==> config.mk <==
export PLATFORM = sky130hd
export DESIGN_NAME = pkt_ingress_writer_flat
export DESIGN_NICKNAME = d
export VERILOG_FILES = /design/src/rtl/pkt_ingress_writer_if.sv /design/src/rtl/pkt_ingress_writer.sv /design/src/flat_wrapper.sv
export SDC_FILE = /design/constraint.sdc
export NUM_CORES = 1
export LEC_CHECK = 0
export CORE_UTILIZATION = 35
export DETAILED_ROUTE_END_ITERATION = 7
export DONT_BUFFER_PORTS = 1
export GPL_TIMING_DRIVEN = 0
export HOLD_SLACK_MARGIN = 0.12
export PLACE_DENSITY = 0.58
export SLEW_MARGIN = 10
export SYNTH_ARGS = -nofsm -noshare
export SYNTH_HDL_FRONTEND = slang
export SYNTH_SLANG_ARGS = --single-unit
==> constraint.sdc <==
create_clock -name clk -period 2.8 [get_ports clk]
set_input_delay 0.56 -clock clk [delete_from_list [all_inputs] [get_ports clk]]
set_output_delay 0.56 -clock clk [all_outputs]
set_load 0.02 [all_outputs]
==> src/rtl/pkt_ingress_writer_if.sv <==
// Beat-stream input and packet-buffer FIFO write port seen by the ingress writer.
interface pkt_ingress_writer_if #(
  parameter int unsigned ADDR_WIDTH = 11,
  parameter int unsigned DATA_W     = 18
);
  logic                  in_valid;
  logic                  in_ready;
  logic [DATA_W-1:0]     in_data;
  logic                  in_sop;
  logic                  in_eop;
  logic                  in_drop;
  logic [DATA_W+1:0]     fifo_wdata;
  logic                  fifo_wen;
  logic                  fifo_full;
  logic [ADDR_WIDTH:0]   fifo_wptr;
  logic                  fifo_wrst;
  logic [ADDR_WIDTH:0]   fifo_rst_wptr;

  // Upstream source and FIFO side
  modport master (
    output in_valid, in_data, in_sop, in_eop, in_drop, fifo_full, fifo_wptr,
    input  in_ready, fifo_wdata, fifo_wen, fifo_wrst, fifo_rst_wptr
  );

  // Ingress writer side
  modport slave (
    input  in_valid, in_data, in_sop, in_eop, in_drop, fifo_full, fifo_wptr,
    output in_ready, fifo_wdata, fifo_wen, fifo_wrst, fifo_rst_wptr
  );
endinterface

==> src/rtl/pkt_ingress_writer.sv <==
// Writes packet beats into the packet buffer, commits accepted packets and
// rewinds the FIFO write pointer to the packet start on rejected ones.
module pkt_ingress_writer #(
  parameter int unsigned ADDR_WIDTH  = 11,
  parameter int unsigned DATA_W      = 18,
  parameter int unsigned MAX_PKT_LEN = 1518,
  parameter int unsigned CNT_W       = 16
) (
  input  logic                    clk,
  input  logic                    reset,
  pkt_ingress_writer_if.slave     bus,
  output logic [ADDR_WIDTH:0]     commit_wptr,
  output logic [CNT_W-1:0]        pkt_ok_cnt,
  output logic [CNT_W-1:0]        pkt_drop_cnt,
  output logic [CNT_W-1:0]        orphan_cnt
);
  localparam int unsigned PTR_W = ADDR_WIDTH + 1;
  localparam int unsigned LEN_W = $clog2(MAX_PKT_LEN + 1);

  if (MAX_PKT_LEN > (2**ADDR_WIDTH) - 1) begin : g_bad_len
    $error("MAX_PKT_LEN must not exceed 2**ADDR_WIDTH-1");
  end

  typedef enum logic [1:0] {IDLE, PKT, DISCARD, REWIND} state_t;

  state_t             state, state_nxt;
  logic [PTR_W-1:0]   sop_wptr, sop_wptr_nxt;
  logic [PTR_W-1:0]   commit_nxt;
  logic [LEN_W-1:0]   pkt_len, pkt_len_nxt;
  logic               ready_c, wen_c;
  logic               ok_inc_c, drop_inc_c, orphan_inc_c;
  logic               wrst_q;
  logic [PTR_W-1:0]   rst_wptr_q;

  // Next-state, write strobe and bookkeeping
  always_comb begin
    state_nxt    = state;
    sop_wptr_nxt = sop_wptr;
    commit_nxt   = commit_wptr;
    pkt_len_nxt  = pkt_len;
    ready_c      = 1'b0;
    wen_c        = 1'b0;
    ok_inc_c     = 1'b0;
    drop_inc_c   = 1'b0;
    orphan_inc_c = 1'b0;
    case (state)
      IDLE: begin
        ready_c = !bus.fifo_full;
        if (bus.in_valid && ready_c) begin
          if (!bus.in_sop) begin
            orphan_inc_c = 1'b1;
          end else if (!bus.in_eop) begin
            wen_c        = 1'b1;
            sop_wptr_nxt = bus.fifo_wptr;
            pkt_len_nxt  = LEN_W'(1);
            state_nxt    = PKT;
          end else if (!bus.in_drop) begin
            wen_c      = 1'b1;
            commit_nxt = PTR_W'(bus.fifo_wptr + 1'b1);
            ok_inc_c   = 1'b1;
          end else begin
            drop_inc_c = 1'b1;
          end
        end
      end
      PKT: begin
        ready_c = !bus.fifo_full && !bus.in_sop;
        // A new sop inside a packet is a protocol error: hold it and roll back
        if (bus.in_valid && bus.in_sop) begin
          drop_inc_c = 1'b1;
          state_nxt  = REWIND;
        end else if (bus.in_valid && ready_c) begin
          if (!bus.in_eop) begin
            wen_c       = 1'b1;
            pkt_len_nxt = LEN_W'(pkt_len + 1'b1);
            if (pkt_len_nxt == LEN_W'(MAX_PKT_LEN)) begin
              drop_inc_c = 1'b1;
              state_nxt  = DISCARD;
            end
          end else if (!bus.in_drop) begin
            wen_c      = 1'b1;
            commit_nxt = PTR_W'(bus.fifo_wptr + 1'b1);
            ok_inc_c   = 1'b1;
            state_nxt  = IDLE;
          end else begin
            drop_inc_c = 1'b1;
            state_nxt  = REWIND;
          end
        end
      end
      DISCARD: begin
        ready_c = 1'b1;
        if (bus.in_valid && bus.in_eop) state_nxt = REWIND;
      end
      REWIND: state_nxt = IDLE;
      default: state_nxt = IDLE;
    endcase
  end

  assign bus.in_ready      = ready_c;
  assign bus.fifo_wen      = wen_c;
  assign bus.fifo_wdata    = {bus.in_sop, bus.in_eop, bus.in_data};
  assign bus.fifo_wrst     = wrst_q;
  assign bus.fifo_rst_wptr = rst_wptr_q;

  always_ff @(posedge clk) begin
    if (!reset) begin
      state        <= IDLE;
      sop_wptr     <= '0;
      pkt_len      <= '0;
      commit_wptr  <= '0;
      pkt_ok_cnt   <= '0;
      pkt_drop_cnt <= '0;
      orphan_cnt   <= '0;
      wrst_q       <= 1'b0;
      rst_wptr_q   <= '0;
    end else begin
      state       <= state_nxt;
      sop_wptr    <= sop_wptr_nxt;
      pkt_len     <= pkt_len_nxt;
      commit_wptr <= commit_nxt;
      if (ok_inc_c)     pkt_ok_cnt   <= CNT_W'(pkt_ok_cnt + 1'b1);
      if (drop_inc_c)   pkt_drop_cnt <= CNT_W'(pkt_drop_cnt + 1'b1);
      if (orphan_inc_c) orphan_cnt   <= CNT_W'(orphan_cnt + 1'b1);
      // Rewind strobe is high for exactly the REWIND cycle
      wrst_q     <= (state_nxt == REWIND);
      rst_wptr_q <= sop_wptr_nxt;
    end
  end
endmodule

==> src/flat_wrapper.sv <==
// flat-port wrapper written by rule: the top's interface ports become plain ports
module pkt_ingress_writer_flat 
#(
  parameter int unsigned ADDR_WIDTH  = 11,
  parameter int unsigned DATA_W      = 18,
  parameter int unsigned MAX_PKT_LEN = 1518,
  parameter int unsigned CNT_W       = 16
)
  (clk, reset, commit_wptr, pkt_ok_cnt, pkt_drop_cnt, orphan_cnt, bus_in_valid, bus_in_data, bus_in_sop, bus_in_eop, bus_in_drop, bus_fifo_full, bus_fifo_wptr, bus_in_ready, bus_fifo_wdata, bus_fifo_wen, bus_fifo_wrst, bus_fifo_rst_wptr);
  pkt_ingress_writer_if #(.ADDR_WIDTH(ADDR_WIDTH), .DATA_W(DATA_W)) bus_i ();
  input  logic clk;
  input  logic reset;
  output logic [ADDR_WIDTH:0] commit_wptr;
  output logic [CNT_W-1:0] pkt_ok_cnt;
  output logic [CNT_W-1:0] pkt_drop_cnt;
  output logic [CNT_W-1:0] orphan_cnt;
  input wire logic [$bits(bus_i.in_valid)-1:0] bus_in_valid;
  input wire logic [$bits(bus_i.in_data)-1:0] bus_in_data;
  input wire logic [$bits(bus_i.in_sop)-1:0] bus_in_sop;
  input wire logic [$bits(bus_i.in_eop)-1:0] bus_in_eop;
  input wire logic [$bits(bus_i.in_drop)-1:0] bus_in_drop;
  input wire logic [$bits(bus_i.fifo_full)-1:0] bus_fifo_full;
  input wire logic [$bits(bus_i.fifo_wptr)-1:0] bus_fifo_wptr;
  output wire logic [$bits(bus_i.in_ready)-1:0] bus_in_ready;
  output wire logic [$bits(bus_i.fifo_wdata)-1:0] bus_fifo_wdata;
  output wire logic [$bits(bus_i.fifo_wen)-1:0] bus_fifo_wen;
  output wire logic [$bits(bus_i.fifo_wrst)-1:0] bus_fifo_wrst;
  output wire logic [$bits(bus_i.fifo_rst_wptr)-1:0] bus_fifo_rst_wptr;
  assign bus_i.in_valid = bus_in_valid;
  assign bus_i.in_data = bus_in_data;
  assign bus_i.in_sop = bus_in_sop;
  assign bus_i.in_eop = bus_in_eop;
  assign bus_i.in_drop = bus_in_drop;
  assign bus_i.fifo_full = bus_fifo_full;
  assign bus_i.fifo_wptr = bus_fifo_wptr;
  assign bus_in_ready = bus_i.in_ready;
  assign bus_fifo_wdata = bus_i.fifo_wdata;
  assign bus_fifo_wen = bus_i.fifo_wen;
  assign bus_fifo_wrst = bus_i.fifo_wrst;
  assign bus_fifo_rst_wptr = bus_i.fifo_rst_wptr;
  pkt_ingress_writer #(.ADDR_WIDTH(ADDR_WIDTH), .DATA_W(DATA_W), .MAX_PKT_LEN(MAX_PKT_LEN), .CNT_W(CNT_W)) u_core (.clk(clk), .reset(reset), .bus(bus_i), .commit_wptr(commit_wptr), .pkt_ok_cnt(pkt_ok_cnt), .pkt_drop_cnt(pkt_drop_cnt), .orphan_cnt(orphan_cnt));
endmodule
==> out/results.tsv <==
stage	metric	value	unit
detailed_routing	Via-to-Cell Ratio	5.15	
outcome	outcome	complete, no violations	
setup_path	crit path DAT	2.79	ns
sta	final setup TNS	0	ns
cts	cts bufs inserted	9	
sta	Setup WS post-layout	0.282	ns
synthesis	Synth Register Bits	86	
setup_path	CP max FO	8	
sta	Worst Tran Pin Value	0.746	ns
setup_path	CP Capture Type	flip-flop	
sta	Fin Clk Skew	0.00506	ns
setup_path	Top delay family on crit path	simple AND/OR/NAND/NOR gates	
global_route	gr usage total	17.3	%
setup_path	CP required	3.07	ns
final_layout	synthesis-to-layout area growth	12.4	%
sta	endpoints failing hold	0	
detailed_routing	routed wire length	10.9	mm
setup_path	CP cell instances	nand2b_1 -> clkbuf_1 -> nor4_1 -> and4_1 -> o2111ai_1 -> a21oi_1 -> mux2i_1	
synthesis	Net Count, Synth	573	
floorplanning	Die X	114	µm
synthesis	Synthesis Warnings	0	
synthesis	area leader, netlist	dfxtp_1	
global_route	largest net degree at the start of global routing	15	
placement	Final GP Congestion	0.835	
setup_path	critical path class	reg2reg	
sta	Slew headroom	49.8	%
synthesis	Seq/Total Area, Yosys	39.2	%
global_route	Overflow after GRT	0	
power_and_ir_drop	Leak	0.00184	µW
hold_path	HP Class	in2reg	
synthesis	ys async rst share	0	%
detailed_routing	Vias	3675	
synthesis	Main synth FF type	dfxtp_1	
synthesis	Distinct cells, synth	51	
floorplanning	effective utilization at floorplan	36.2	%
detailed_routing	wire length per cell	15.2	µm
floorplanning	I/O pins	132	
floorplanning	total core area	0.0121	mm²
cts	Post-CTS Repair Setup Buffers	0	
setup_path	CP Depth	7	
cts	CTS root buf	clkbuf_16	
detailed_routing	antenna-violating nets left	0	
sta	Slew Limit Fails	0	
floorplanning	die height	114	µm
sta	fmax	397	MHz
final_layout	share of layout cells above drive strength 1	8.61	%
placement	pre-CTS setup slack	0.103	ns
setup_path	CP peak stage delay	0.60	ns
synthesis	ranking of synthesized cells by area	dfxtp_1 (39%), nor2_1 (6.6%), mux2i_1 (5.5%)	
global_route	vias in the first global route	3455	
final_layout	antenna fix cells	0	
synthesis	Cell Area, Synth	0.00439	mm²
synthesis	EDFF count, synth	0	
job	max-cap violation count	0	
cts	cts hold-fix bufs	0	
setup_path	cell count of the worst reg-to-reg path	7	
synthesis	post-synth top area share	39.2	%
sta	setup-violating endpoint count in the final report	0	
cts	Reg clk slew, reported paths	0.06	ns
cts	CTS resizes	0	
global_route	initial antenna violation count	0	
setup_path	CP max-delay cell	nor4_1	
setup_path	Worst Setup Start Kind	flip-flop	
floorplanning	die area	0.0130	mm²
detailed_routing	DRT iter0 DRCs	197	
detailed_routing	DRT Pass-1 Iters	4	
sta	Min Hold Slack	0.368	ns
final_layout	Layout Nets	584	
cts	Clock Sinks	86	
sta	RSZ-0062 raised after global routing	no	
cts	Max clock buf depth	2	
sta	Tmin final	2.52	ns
synthesis	synthesized area per cell	8.28	µm²
hold_path	hold path depth	2	
final_layout	Filler cells	1257	
cts	Clk Latency, worst-skew pair	0.34	ns
power_and_ir_drop	Pwr Density	562	mW/mm²
placement	port bufs	0	
floorplanning	row cnt	40	
placement	dpl hpwl	8.06	mm
sta	period utilization	89.9	%
setup_path	Buf/Inv on CP	1	
detailed_routing	drt drc	0	
global_route	first-pass GRT wire length	17.5	mm
cts	TritonCTS clock tree	done	
power_and_ir_drop	peak supply drop	0.288	mV
synthesis	Cells after Synth	530	
cts	H-tree depth	3	
[worst paths after layout]
kind                     start                 endpoint  slack [ns]
max            u_core.state[1]  u_core.pkt_drop_cnt[15]        0.28
min           bus_fifo_wptr[6]       u_core.sop_wptr[6]        0.37
max reg2reg    u_core.state[1]  u_core.pkt_drop_cnt[15]        0.28
min reg2reg  u_core.pkt_len[5]        u_core.pkt_len[5]        0.50
[per-layer routing]
| layer | vias up | wire (µm) | track usage, % |
|---|---|---|---|
| li1 | 1852 | - | - |
| met1 | 1693 | 4790 | 21.2 |
| met2 | 122 | 5090 | 27.8 |
| met3 | 8 | 883 | 6.80 |
| met4 | 0 | 116 | 5.80 |
| met5 | - | 0 | 0 |
[flip-flops by register name, indices dropped and copies added, names as in the netlist]
| name | count |
|---|---|
| u_core.pkt_len | 11 |
| u_core.commit_wptr | 12 |
| u_core.sop_wptr | 12 |
| u_core.orphan_cnt | 16 |
| u_core.state | 2 |
| u_core.pkt_ok_cnt | 16 |
| u_core.pkt_drop_cnt | 16 |
| u_core.bus.fifo_wrst | 1 |
[cell type report]
class	instances	area (µm²)	share of cell area (%)
Buffer	47	277	5.60
Clock buffer	11	253	5.12
Clock inverter	5	81.3	1.65
Inverter	10	37.5	0.761
Multi-Input combinational cell	387	2350	47.7
Sequential cell	86	1720	34.9
Tap cell	168	210	4.26
[cell usage after synthesis (7+ instances only)]
| library cell | instances |
|---|---|
| dfxtp_1 | 86 |
| nor2_1 | 77 |
| nand2_1 | 46 |
| a21oi_1 | 31 |
| nand3_1 | 28 |
| mux2i_1 | 24 |
| xor2_1 | 24 |
| buf_4 | 20 |
| clkbuf_1 | 17 |
| nand2b_1 | 16 |
| o21ai_0 | 15 |
| xnor2_1 | 15 |
| and3_1 | 11 |
| inv_1 | 10 |
| nand4_1 | 10 |
| a211oi_1 | 9 |
| and4_1 | 8 |
| and2_1 | 7 |
| nor4_1 | 7 |
[power by group]
group	switching [µW]	internal (µW)
logic	104	63.6
clock network	504	830
registers	31.8	1240
[placed cells by master (no fill, tap or decap), types with 5 or more instances in the layout]
cell	netlist	layout
nor4_1	7	7
buf_1	5	5
buf_4	20	20
nand4_1	10	10
nand2_1	46	46
xnor2_1	15	15
ha_1	6	6
clkbuf_1	17	17
mux2i_1	24	24
nand3_1	28	28
or3_1	6	6
xor2_1	24	24
dfxtp_1	86	86
and2_1	7	7
and4_1	8	8
nor2_1	77	77
nor3_1	6	6
o21ai_0	15	15
inv_1	10	10
clkbuf_16	0	9
and3_1	11	11
nand2b_1	16	16
a211oi_1	9	9
a21oi_1	31	31
[cells by family (layout without fill, tap and decap cells)]
family,Yosys count,count (layout),share of synthesized area [%]
and+or+nand+nor,239,239,27.3
DFF,86,86,39.2
AOI/OAI and AO/OA,79,79,11.4
buffers and inverters,57,73,7.16
xor gates and xnor gates,39,39,7.78
muxes,24,24,5.47
adders and majority gates,6,6,1.71
[through the flow]
step / total power (µW) / util (%) / cell area, µm² / instances
after CTS: 2800 / 40.7 / 4930 / 714
after global routing: 2870 / 40.7 / 4930 / 714
final: 2770 / 40.7 / 4930 / 714
after detailed placement: 1470 / 38.0 / 4600 / 698
after global placement: 1460 / 38.0 / 4600 / 698
after floorplan: 1430 / - / 4390 / 530
Power figures use the tool's default switching activity.
